File: src/rtl/lut_prog_loader.sv
// Streams exactly 2**G_ADDR_WIDTH host words through a first-word-fall-through
// FIFO into a LUT programming port, then waits for the LUT to report completion.
module lut_prog_loader #(
  parameter int unsigned G_ADDR_WIDTH = 10,
  parameter int unsigned G_DWIDTH     = 24,
  parameter int unsigned G_FIFO_DEPTH = 16
) (
  input  logic                  clk,
  input  logic                  reset,
  input  logic                  enable,
  input  logic                  start,
  input  logic [31:0]           wr_data,
  input  logic                  wr_valid,
  output logic                  wr_ready,
  output logic [G_DWIDTH-1:0]   lut_prog_din,
  output logic                  lut_prog_din_valid,
  input  logic                  lut_prog_din_ready,
  input  logic                  lut_prog_din_done,
  output logic                  busy,
  output logic                  done,
  output logic                  overflow_err,
  output logic [G_ADDR_WIDTH:0] word_count
);

  localparam int unsigned PW = $clog2(G_FIFO_DEPTH);
  localparam int unsigned CW = PW + 1;
  localparam int unsigned NW = G_ADDR_WIDTH + 1;
  localparam logic [NW-1:0] NUM_WORDS = {1'b1, {G_ADDR_WIDTH{1'b0}}};
  localparam logic [NW-1:0] LAST_WORD = NUM_WORDS - NW'(1);
  localparam logic [CW-1:0] DEPTH     = CW'(G_FIFO_DEPTH);

  typedef enum logic [1:0] {ST_IDLE, ST_LOAD, ST_WAIT_DONE, ST_DONE} state_t;

  state_t              state_q, state_d;
  logic [G_DWIDTH-1:0] mem_q [G_FIFO_DEPTH];
  logic [PW-1:0]       wr_ptr_q, wr_ptr_d, rd_ptr_q, rd_ptr_d;
  logic [CW-1:0]       cnt_q, cnt_d, pop_left;
  logic [NW-1:0]       acc_q, acc_d, wcnt_q, wcnt_d;
  logic                ovf_q, ovf_d;
  logic [G_DWIDTH-1:0] head_q, head_d;
  logic                wr_ready_q, wr_ready_d, valid_q, valid_d;
  logic                busy_q, busy_d, done_q, done_d;
  logic                host_hs, lut_hs, push, pop, clear, begin_pass;
  logic [G_DWIDTH-1:0] wr_word;
  logic                unused_wr_data;

  // Upper host bits are intentionally dropped; the reduction only marks them as seen.
  assign wr_word        = wr_data[G_DWIDTH-1:0];
  assign unused_wr_data = ^wr_data;

  assign host_hs = wr_valid & wr_ready_q;
  assign lut_hs  = valid_q & lut_prog_din_ready;

  // Next-state, FIFO bookkeeping and next values of the registered outputs.
  always_comb begin
    state_d    = state_q;
    wr_ptr_d   = wr_ptr_q;
    rd_ptr_d   = rd_ptr_q;
    cnt_d      = cnt_q;
    acc_d      = acc_q;
    wcnt_d     = wcnt_q;
    ovf_d      = ovf_q;
    head_d     = head_q;
    push       = 1'b0;
    pop        = 1'b0;
    clear      = 1'b0;
    begin_pass = 1'b0;

    if (!enable) begin
      state_d = ST_IDLE;
      clear   = 1'b1;
    end else begin
      case (state_q)
        ST_IDLE: begin
          begin_pass = start;
        end
        ST_LOAD: begin
          if (host_hs) begin
            if (acc_q != NUM_WORDS) begin
              push  = 1'b1;
              acc_d = acc_q + NW'(1);
            end else begin
              ovf_d = 1'b1;
            end
          end
          if (lut_hs) begin
            pop = 1'b1;
            if (wcnt_q != NUM_WORDS) wcnt_d = wcnt_q + NW'(1);
            if (wcnt_q == LAST_WORD) state_d = ST_WAIT_DONE;
          end
        end
        ST_WAIT_DONE: begin
          if (host_hs) ovf_d = 1'b1;
          if (lut_prog_din_done) state_d = ST_DONE;
        end
        ST_DONE: begin
          if (host_hs) ovf_d = 1'b1;
          begin_pass = start;
        end
        default: state_d = ST_IDLE;
      endcase
    end

    // A new pass wipes the previous pass's bookkeeping, including a sink-mode overflow.
    if (begin_pass) begin
      state_d = ST_LOAD;
      clear   = 1'b1;
      acc_d   = '0;
      wcnt_d  = '0;
      ovf_d   = 1'b0;
    end

    pop_left = cnt_q - CW'(pop);
    if (clear) begin
      wr_ptr_d = '0;
      rd_ptr_d = '0;
      cnt_d    = '0;
    end else begin
      if (push) wr_ptr_d = wr_ptr_q + PW'(1);
      if (pop)  rd_ptr_d = rd_ptr_q + PW'(1);
      cnt_d = pop_left + CW'(push);
    end

    // Head register tracks the word that will be at the front after this edge.
    if (cnt_d != '0) begin
      head_d = (push && (pop_left == '0)) ? wr_word : mem_q[rd_ptr_d];
    end

    wr_ready_d = 1'b0;
    case (state_d)
      ST_LOAD:               wr_ready_d = (acc_d == NUM_WORDS) || (cnt_d != DEPTH);
      ST_WAIT_DONE, ST_DONE: wr_ready_d = 1'b1;
      default:               wr_ready_d = 1'b0;
    endcase
    valid_d = (state_d == ST_LOAD) && (cnt_d != '0);
    busy_d  = (state_d == ST_LOAD) || (state_d == ST_WAIT_DONE);
    done_d  = (state_d == ST_DONE);
  end

  always_ff @(posedge clk or posedge reset) begin
    if (reset) begin
      state_q    <= ST_IDLE;
      wr_ptr_q   <= '0;
      rd_ptr_q   <= '0;
      cnt_q      <= '0;
      acc_q      <= '0;
      wcnt_q     <= '0;
      ovf_q      <= 1'b0;
      head_q     <= '0;
      wr_ready_q <= 1'b0;
      valid_q    <= 1'b0;
      busy_q     <= 1'b0;
      done_q     <= 1'b0;
    end else begin
      state_q    <= state_d;
      wr_ptr_q   <= wr_ptr_d;
      rd_ptr_q   <= rd_ptr_d;
      cnt_q      <= cnt_d;
      acc_q      <= acc_d;
      wcnt_q     <= wcnt_d;
      ovf_q      <= ovf_d;
      head_q     <= head_d;
      wr_ready_q <= wr_ready_d;
      valid_q    <= valid_d;
      busy_q     <= busy_d;
      done_q     <= done_d;
    end
  end

  // FIFO storage needs no reset; occupancy is tracked by the counters above.
  always_ff @(posedge clk) begin
    if (push) mem_q[wr_ptr_q] <= wr_word;
  end

  assign wr_ready           = wr_ready_q;
  assign lut_prog_din       = head_q;
  assign lut_prog_din_valid = valid_q;
  assign busy               = busy_q;
  assign done               = done_q;
  assign overflow_err       = ovf_q;
  assign word_count         = wcnt_q;

endmodule

File: config.mk
export PLATFORM = sky130hd
export DESIGN_NAME = lut_prog_loader
export DESIGN_NICKNAME = d
export VERILOG_FILES = /design/src/rtl/lut_prog_loader.sv
export SDC_FILE = /design/constraint.sdc
export NUM_CORES = 1
export LEC_CHECK = 0
export CELL_PAD_IN_SITES_DETAIL_PLACEMENT = 1
export CELL_PAD_IN_SITES_GLOBAL_PLACEMENT = 1
export CORE_MARGIN = 4
export CORE_UTILIZATION = 45
export CTS_BUF_LIST = sky130_fd_sc_hd__clkbuf_8
export DETAILED_ROUTE_END_ITERATION = 10
export GPL_TIMING_DRIVEN = 0
export HOLD_SLACK_MARGIN = 0.05
export PLACE_DENSITY = 0.77
export SLEW_MARGIN = 20
export SYNTH_ARGS = -nofsm -noshare
export SYNTH_HDL_FRONTEND = slang
export SYNTH_SLANG_ARGS = --single-unit
export TNS_END_PERCENT = 20
File: constraint.sdc
create_clock -name clk -period 4.8 [get_ports clk]
set_input_delay 0.48 -clock clk [delete_from_list [all_inputs] [get_ports clk]]
set_output_delay 0.48 -clock clk [all_outputs]
set_load 0.05 [all_outputs]
==> flow_summary.yaml <==
timing:
  hold_viol_final: 0
  worst-slew-pin-transition_ns: 0.838
  finalCriticalPeriod_ns: 4.55
  timing.setup.tns_ns: 0
  slew_headroom: 0.438
  fin_skew_ns: 0.0456
  drv_slew: 0
  rsz0062_at_grt: "no"
  fin_crit_sh: 0.947
  setup_violations: 0
  timing.fmax_mhz: 220
logic_synthesis:
  synth_largest_area_cell: "edfxtp_1"
  ys_warn_count: 0
  synth_area_sq_um: 18500
  synthArstFlopShare: 0.147
  synth_seq_area_share: 0.713
  synthesis.nets: 1485
  avgSynthCellArea_sq_um: 13.0
  synthTopCellsByArea: "edfxtp_1 (62%), dfrtp_1 (8.9%), nand2_1 (6.3%)"
  synth_cell_types: 59
  synth_top_area_frac: 0.624
  synth_edf_count: 384
  synth_cells: 1425
  ys.flop_type: "edfxtp_1"
  ys_ff_latch: 450
finish:
  fillers: 4107
  area_delta_synth_final_pct: 17.5
  fin_util: 0.540
  mostFrequentLayoutCell: "edfxtp_1"
  drive_gt1_frac: 0.132
  final_nets: 1655
  diodes: 0
  final_cell_mix: "edfxtp_1 (384), nand2_1 (310), nor2_1 (143), inv_1 (100), a31oi_1 (98)"
  final_cells: 2179
die:
  core_area_sq_um: 40200
  ios: 79
  die_area_sq_um: 44400
  fp-row-count: 73
  start_util: 0.460
  die_w_um: 211
  die-height_um: 211
global_route:
  grt_pass1_wl_mm: 82.1
  grt_max_degree: 49
  antenna_found_initial: 0
  grt_overflow: 0
  grt_pass1_vias: 13738
  grt_usage: 0.245
power_and_ir_drop:
  p_per_area_nw_per_um2: 373
  power.total_mw: 8.09
  leakage_nw: 7.78
  ir_drop_mv: 0.143
worst_setup_path:
  regToRegSetupSlack_ns: 0.25
  reg2reg_to: "lut_prog_din[19]"
  crit_type: "reg2reg"
  required_ns: 5.29
  critPathMaxFanout: 10
  end_kind: "flip-flop"
  critPathLaunchType: "flip-flop"
  crit_arrival_ns: 5.04
  r2r-start: "state_q[1]"
  rr_worst_depth: 16
clock_tree:
  root_buffer: "clkbuf_8"
  postCtsHoldBufs: 0
  clk_pin_slew_worst_paths_ns: 0.06
  cts_tree: "yes"
  ctsLongestPathBuffers: 3
  clk_latency_ns: 0.63
  htree_levels: 3
  cts.sinks: 450
  cts_buffers: 75
worst_hold_path:
  hp-class: "in2async"
job:
  drv_cap: 0
routing:
  drtIter0Drc: 1374
  num_vias: 12726
  ant_nets: 0
  firstDrtPassIters: 5
  routed_wl_mm: 54.9
  wl_per_cell_um: 25.2
  drc: 0
  vias_per_cell: 5.84
placement:
  dpl.hpwl_mm: 36.8
  dp_cells: 2043
  numPortBuffers: 70
  gp_congestion: 0.827
status:
  status: "complete, no violations"
[registers in the layout, summed over array words and instances (netlist names)]
name	cells
state_q	2
lut_prog_din	24
overflow_err	1
mem_q	384
done	1
acc_q	11
lut_prog_din_valid	1
wr_ptr_q	4
rd_ptr_q	4
cnt_q	5
word_count	11
busy	1
wr_ready	1
[synth_stat cells (2+ instances only)]
master / instances
nand4_1: 11
buf_2: 29
nor2_1: 147
edfxtp_1: 384
a41oi_1: 2
dfrtp_1: 66
and4_1: 2
nor3_1: 10
a2111oi_2: 24
nor4b_1: 2
nand3b_1: 2
xor2_1: 17
nor4_1: 5
nand3_1: 51
xnor2_1: 10
inv_1: 69
inv_2: 2
clkbuf_1: 39
nand2b_1: 3
nand2_1: 310
nor2b_1: 2
a31oi_4: 2
and3_1: 6
and2_1: 11
ha_1: 21
buf_6: 2
a31oi_1: 99
buf_4: 4
nand3_2: 2
xnor2_2: 4
a32oi_1: 48
a21oi_1: 8
o21ai_0: 5
[per-stage QoR]
stage	cell area (sq um)	worst slack (ns)	hold WS, ns
global placement	19800	-1.62	0.535
global route	21700	0.0807	0.176
floorplan	18500	0.976	0.520
CTS	21700	0.0928	0.148
finish	21700	0.253	0.174
detailed placement	20300	-0.335	0.565
[worst max-delay path, cell delays in order, from the launching register on]
cell       delay (ns)
dfrtp_1          0.42
inv_1            0.09
ha_1             0.31
nand4_2          0.37
inv_2            0.33
ha_1             0.27
ha_1             0.25
inv_1            0.11
ha_1             0.26
nor2b_1          0.07
a31oi_1          0.25
a31oi_4          0.15
mux2i_4          0.24
o211ai_4         0.43
buf_2            0.41
a31oi_1          0.15
a2111oi_2        0.28
[routing by layer]
| layer | up-vias | GRT usage | share of wire |
|---|---|---|---|
| met1 | 6499 | 0.315 | 0.40 |
| met5 | - | 0 | 0 |
| li1 | 5541 | - | - |
| met4 | 0 | 0.0984 | 0.037 |
| met2 | 551 | 0.417 | 0.49 |
| met3 | 135 | 0.0419 | 0.069 |
[area by class of cell]
cell class              instances  area, sq um  share of cell area
flip-flops and latches        450        13200               0.607
multi-input cells             829         4760               0.219
clock buffers                  81         1110              0.0513
repair buffers                 93         1110              0.0513
well taps                     525          657              0.0303
plain buffers                  75          349              0.0161
inverters                      71          269              0.0124
clock inverters                55          264              0.0122
[how the worst max path moves through the flow]
stage	start	endpoint	slack, ns	cells past startpoint
floorplan	state_q[1]	mem_q[4][0]	0.98	7
global placement	enable	mem_q[5][13]	-1.62	6
detailed placement	enable	lut_prog_din[19]	-0.33	14
CTS	state_q[1]	lut_prog_din[19]	0.09	15
global route	state_q[1]	lut_prog_din[19]	0.08	16
finish	state_q[1]	lut_prog_din[19]	0.25	16
[power breakdown]
group,switching (mW),internal (mW)
clock network,1.54,1.62
registers,0.0471,4.31
logic,0.378,0.201
[repair_timing]
item / CTS / global route
pin swaps: 0 / 0
setup buffers: 0 / 0
setup endpoints to repair: 4 / 20
resized for setup: 1 / 3
[cell families after synthesis]
| family | count (synthesis) | share of synthesized area |
|---|---|---|
| AND/OR/NAND/NOR | 573 | 0.130 |
| flip-flops | 450 | 0.713 |
| AO/OA/AOI/OAI | 201 | 0.0902 |
| buffers and inverters | 146 | 0.0332 |
| XOR/XNOR | 32 | 0.0172 |
| adder cells (fa/ha/maj) | 21 | 0.0142 |
| multiplexers | 2 | 0.00176 |
Power figures use the tool's default switching activity.
==> RTL edit 1: new RTL, config.mk and constraints unchanged <==
Put one more register stage on the output `word_count`, cleared by the reset. The value now appears one clock later. The other outputs are not delayed to match.
--- a/src/rtl/lut_prog_loader.sv
+++ b/src/rtl/lut_prog_loader.sv
@@ -180,3 +180,9 @@
   assign overflow_err       = ovf_q;
-  assign word_count         = wcnt_q;
+  always_ff @(posedge clk or posedge reset) begin
+    if (reset) begin
+      word_count <= '0;
+    end else begin
+      word_count <= wcnt_q;
+    end
+  end
 
Behaviour: not the same (a bounded check fails within 4 cycles, from zero or initial values and one cycle with reset high).
==> RTL edit 1 against the unedited design <==
Core utilization shrank 0.71 points; cell area is 0.48% higher; count of clock-buffer cells in the layout up 3; sequential share of layout area is 0.97 points higher; synthesized area grew 1.0%; power grew 1.6%; sequential cell count is 11 higher; setup slack better by 0.086 ns; clock skew is 0.010 ns lower; routed wire length decreased by 0.91%; die area rose by 0.98%; critical path depth is 2 lower; critical path type unchanged.
==> RTL edit 1: results (changes against the unedited design) <==
| Metric | Value |
|---|---|
| DR pass1 iterations | 4 (was 5) |
| Clk_lat worst skew | 0.64 ns |
| # Post-CTS Setup Buffers | 0 (unchanged) |
| Max_slew headroom | 40.83% (was 43.81%) |
| Antenna cell count | 0 (unchanged) |
| Slowest cell on crit path | o211ai_2 (was o211ai_4) |
| P_leak | 0.007582 µW (was 0.007785 µW) |
| P_sw | 2007 µW (was 1967 µW) |
| Number of global-route vias before repair | 13,448 (was 13,738) |
| Inst Count DP | 1,953 (was 2,043) |
| Reg2Reg Depth | 14 (was 16) |
| First-pass GRT wire length | 81,760 µm (was 82,110 µm) |
| Max reg flops | 384 (unchanged) |
| Register area share after synthesis | 72.07% (was 71.31%) |
| Initial antenna violation count | 1 (was 0) |
| Hold Path Class | in2reg (was in2async) |
| Clk_skew | 0.03544 ns (was 0.04557 ns) |
| Wire per inst | 26.01 µm (was 25.21 µm) |
| Min Hold Slack | 0.2143 ns (was 0.1737 ns) |
| Async SR Flop Fraction | 16.70% (was 14.67%) |
| Place WS | 0.1492 ns (was -0.3349 ns) |
| Synth top cells by count | edfxtp_1 (384), nand2_1 (213), nor2_1 (138) (was edfxtp_1 (384), nand2_1 (310), nor2_1 (147)) |
| Initial DRC Count | 1,239 (was 1,374) |
| Maximum fanout along the worst path | 10 (unchanged) |
| Most used DFF post-synth | edfxtp_1 (unchanged) |
| Post_cts resized | 0 (was 1) |
| Port Buf Inserts | 69 (was 70) |
| CTS Buf Count | 77 (was 75) |
| PwrDens | 376.7 nW/µm² (was 372.6 nW/µm²) |
| Crit path to | lut_prog_din[12]$_DFFE_PP0P_ (was lut_prog_din[19]$_DFFE_PP0P_) |
| Outcome | finished clean (unchanged) |
| Clock-net power | 3190 µW |
| CP peak stage delay | 0.52 ns (was 0.43 ns) |
| Gr usage total | 24.38% (was 24.51%) |
| Max VDD drop | 0.0002627 V (was 0.0001433 V) |
| Nets | 1,560 (was 1,655) |
| Syn Nets | 1,396 (was 1,485) |
| Flop pwr share | 54.1% (was 53.8%) |
| Final RePlAce weighted congestion | 0.8179 (was 0.8268) |
| Worst Path Arrival | 4.97 ns (was 5.04 ns) |
| Share of cells above drive strength 1 | 14.41% (was 13.18%) |
| Post-Syn Instances | 1,336 (was 1,425) |
| Via count | 12,276 (was 12,726) |
| Post-detail-place hpwl | 35,320 µm (was 36,820 µm) |
| Yosys cell types | 58 (was 59) |
| Placed Area | 20,430 µm² (was 20,320 µm²) |
| Reg2reg setup slack | 0.34 ns (was 0.25 ns) |
| Largest net degree at the start of global routing | 55 (was 49) |
| Synth top area cells | edfxtp_1 (62%), dfrtp_1 (10%), nand2_1 (4.3%) (was edfxtp_1 (62%), dfrtp_1 (8.9%), nand2_1 (6.3%)) |
| Fmax | 224.2 MHz (was 219.9 MHz) |
| Via density per instance | 5.865 (was 5.840) |
[RTL edit 1: changes by cell type after synthesis, sizes merged, moves of 9 or more]
cell and change:
nand2 -97, nand3 -19, nor2 -9, a2bb2oi +25
or2 +24, mux2i +46, inv -49, dfrtp +11
a32oi -23, clkbuf -9
[RTL edit 1: cell type report]
type | count | area, µm²
Buffer | 70 | 362.8
Clock buffer | 84 | 1156
Clock inverter | 56 | 235.2
Fill cell | 4101 | 19110
Inverter | 22 | 85.08
Multi-Input combinational cell | 783 | 4792
Sequential cell | 461 | 13460
Tap cell | 532 | 665.6
Timing Repair Buffer | 85 | 1064
[RTL edit 1: metal layers]
layer	GRT usage [%]	part of all wire [%]
met1	31.18	40
met4	9.574	3.7
met3	4.757	6.9
met2	41.32	50
met5	0	0
[RTL edit 1: logic make-up after synthesis]
family | share of synthesized area [%]
adders and majority gates | 1.407
DFF | 72.07
AOI/OAI and AO/OA | 8.683
xor gates and xnor gates | 1.400
and+or+nand+nor | 11.47
muxes | 2.593
buffers and inverters | 2.379
==> RTL edit 2: new RTL, same settings <==
Without the edit above. Set the parameter `G_FIFO_DEPTH` to 8 (it was 16).
--- a/src/rtl/lut_prog_loader.sv
+++ b/src/rtl/lut_prog_loader.sv
@@ -5,3 +5,3 @@
   parameter int unsigned G_DWIDTH     = 24,
-  parameter int unsigned G_FIFO_DEPTH = 16
+  parameter int unsigned G_FIFO_DEPTH = 8
 ) (
Function: same outputs for any inputs over 4 cycles, from zero or initial values and one cycle with reset high; that may be too few to reach the edited logic, so the function may still have changed.
==> RTL edit 2 against the unedited design <==
Routed wire length down 46%; power down 41%; final cell count down 41%; sequential cell count down 195; cell area down 41%; critical path depth down 1; combinational power down 15%; synthesized area down 43%; setup slack better by 0.16 ns.
==> RTL edit 2: results (changes against the unedited design) <==
| Metric | Value |
|---|---|
| Outcome | finished clean (unchanged) |
| Max VDD drop | 0.0002854 V (was 0.0001433 V) |
| Yosys cell types | 56 (was 59) |
| Via density per instance | 5.721 (was 5.840) |
| Register with the most flip-flops | mem_q (unchanged) |
| Met1 Resource Use GR | 30.57% (was 31.51%) |
| Period utilization | 91.43% (was 94.72%) |
| Slowest cell on crit path | clkbuf_1 (was o211ai_4) |
| Initial DRC Count | 699 (was 1,374) |
| P_leak | 0.004635 µW (was 0.007785 µW) |
| Synth top cells by count | edfxtp_1 (192), nand2_1 (142), dfrtp_1 (63) (was edfxtp_1 (384), nand2_1 (310), nor2_1 (147)) |
| Syn Nets | 853 (was 1,485) |
| Met3 wire len | 1719 µm (was 3810 µm) |
| Worst Path Arrival | 4.76 ns (was 5.04 ns) |
| GR met2 Demand/Resource | 39.85% (was 41.74%) |
| Place WS | -0.1187 ns (was -0.3349 ns) |
| Min Hold Slack | 0.2938 ns (was 0.1737 ns) |
| CTS Buf Count | 43 (was 75) |
| Clk_lat worst skew | 0.55 ns (was 0.63 ns) |
| Flop pwr share | 51.9% (was 53.8%) |
| WL met2 | 15,090 µm (was 27,180 µm) |
| CP peak stage delay | 0.57 ns (was 0.43 ns) |
| Share of cells above drive strength 1 | 12.09% (was 13.18%) |
| Clock power frac | 37.8% (was 39.0%) |
| Largest net degree at the start of global routing | 36 (was 49) |
| Clk_skew | 0.01480 ns (was 0.04557 ns) |
| EDFF count, synth | 192 (was 384) |
| Mean Syn Cell Area | 13.35 µm² (was 12.97 µm²) |
| Nets | 998 (was 1,655) |
| Post-detail-place hpwl | 20,010 µm (was 36,820 µm) |
| Met1 wire length | 12,490 µm (was 21,900 µm) |
| Reg2reg setup slack | 0.41 ns (was 0.25 ns) |
| Net Sw Frac | 25.81% (was 24.32%) |
| First-pass GRT wire length | 46,700 µm (was 82,110 µm) |
| Max_slew headroom | 22.09% (was 43.81%) |
| Final RePlAce weighted congestion | 0.7988 (was 0.8268) |
| Wire per inst | 23.22 µm (was 25.21 µm) |
| Finished Layout Cells | 1,289 (was 2,179) |
| Synth top area cells | edfxtp_1 (54%), dfrtp_1 (15%), nand2_1 (5.0%) (was edfxtp_1 (62%), dfrtp_1 (8.9%), nand2_1 (6.3%)) |
| Inst Count DP | 1,207 (was 2,043) |
| Placed Area | 12,000 µm² (was 20,320 µm²) |
| Clock-net power | 1810 µW (was 3160 µW) |
| Gr usage total | 23.10% (was 24.51%) |
| Max reg flops | 192 (was 384) |
| Async SR Flop Fraction | 24.71% (was 14.67%) |
| GR Util met3 | 3.958% (was 4.188%) |
| Register area share after synthesis | 69.08% (was 71.31%) |
| H-tree levels | 2 (was 3) |
## RTL edit 2: cell families (layout without fill, tap and decap cells)
logic type               count (synthesis)  in the layout  synth area share (%)
flip-flops                             255            255                 69.08
buffers and inverters                   59            239                 2.555
AO/OA/AOI/OAI                          146            146                 10.38
multiplexers                            25             25                 2.366
XOR/XNOR                                27             27                 2.366
AND/OR/NAND/NOR                        266            266                 11.13
adder cells (fa/ha/maj)                 18             18                 2.119
## RTL edit 2: worst max-delay path: cells and delay by family, from the launching register on
| family | cells | cell delay [ns] |
|---|---|---|
| AO/OA/AOI/OAI | 2 | 0.56 |
| XOR/XNOR | 1 | 0.21 |
| adder cells (fa/ha/maj) | 4 | 1.01 |
| buffers and inverters | 6 | 1.68 |
| flip-flops | 1 | 0.44 |
| AND/OR/NAND/NOR | 2 | 0.31 |
## RTL edit 2: final cells by class
cell class / instances / area (µm²)
clock buffer: 50 / 688.2
fill: 2307 / 10090
buffer: 43 / 212.7
timing repair buffer: 100 / 944.7
clock inverter: 30 / 122.6
tap: 313 / 391.6
inverter: 16 / 62.56
sequential: 255 / 7342
multi-input combinational: 482 / 3060
## RTL edit 2: worst paths after layout
| kind | from | to | cells past startpoint |
|---|---|---|---|
| worst min register to register | overflow_err$_DFFE_PP0P_ | overflow_err$_DFFE_PP0P_ | 2 |
| worst max-delay path | state_q[1]$_DFF_PP0_ | lut_prog_din[1]$_DFFE_PP0P_ | 15 |
| min in group clk | overflow_err$_DFFE_PP0P_ | overflow_err$_DFFE_PP0P_ | 2 |
| max in group asynchronous | reset | lut_prog_din[15]$_DFFE_PP0P_ | 3 |
| worst max register to register | state_q[1]$_DFF_PP0_ | lut_prog_din[1]$_DFFE_PP0P_ | 15 |
| worst min-delay path | reset | word_count[3]$_DFFE_PP0P_ | 2 |
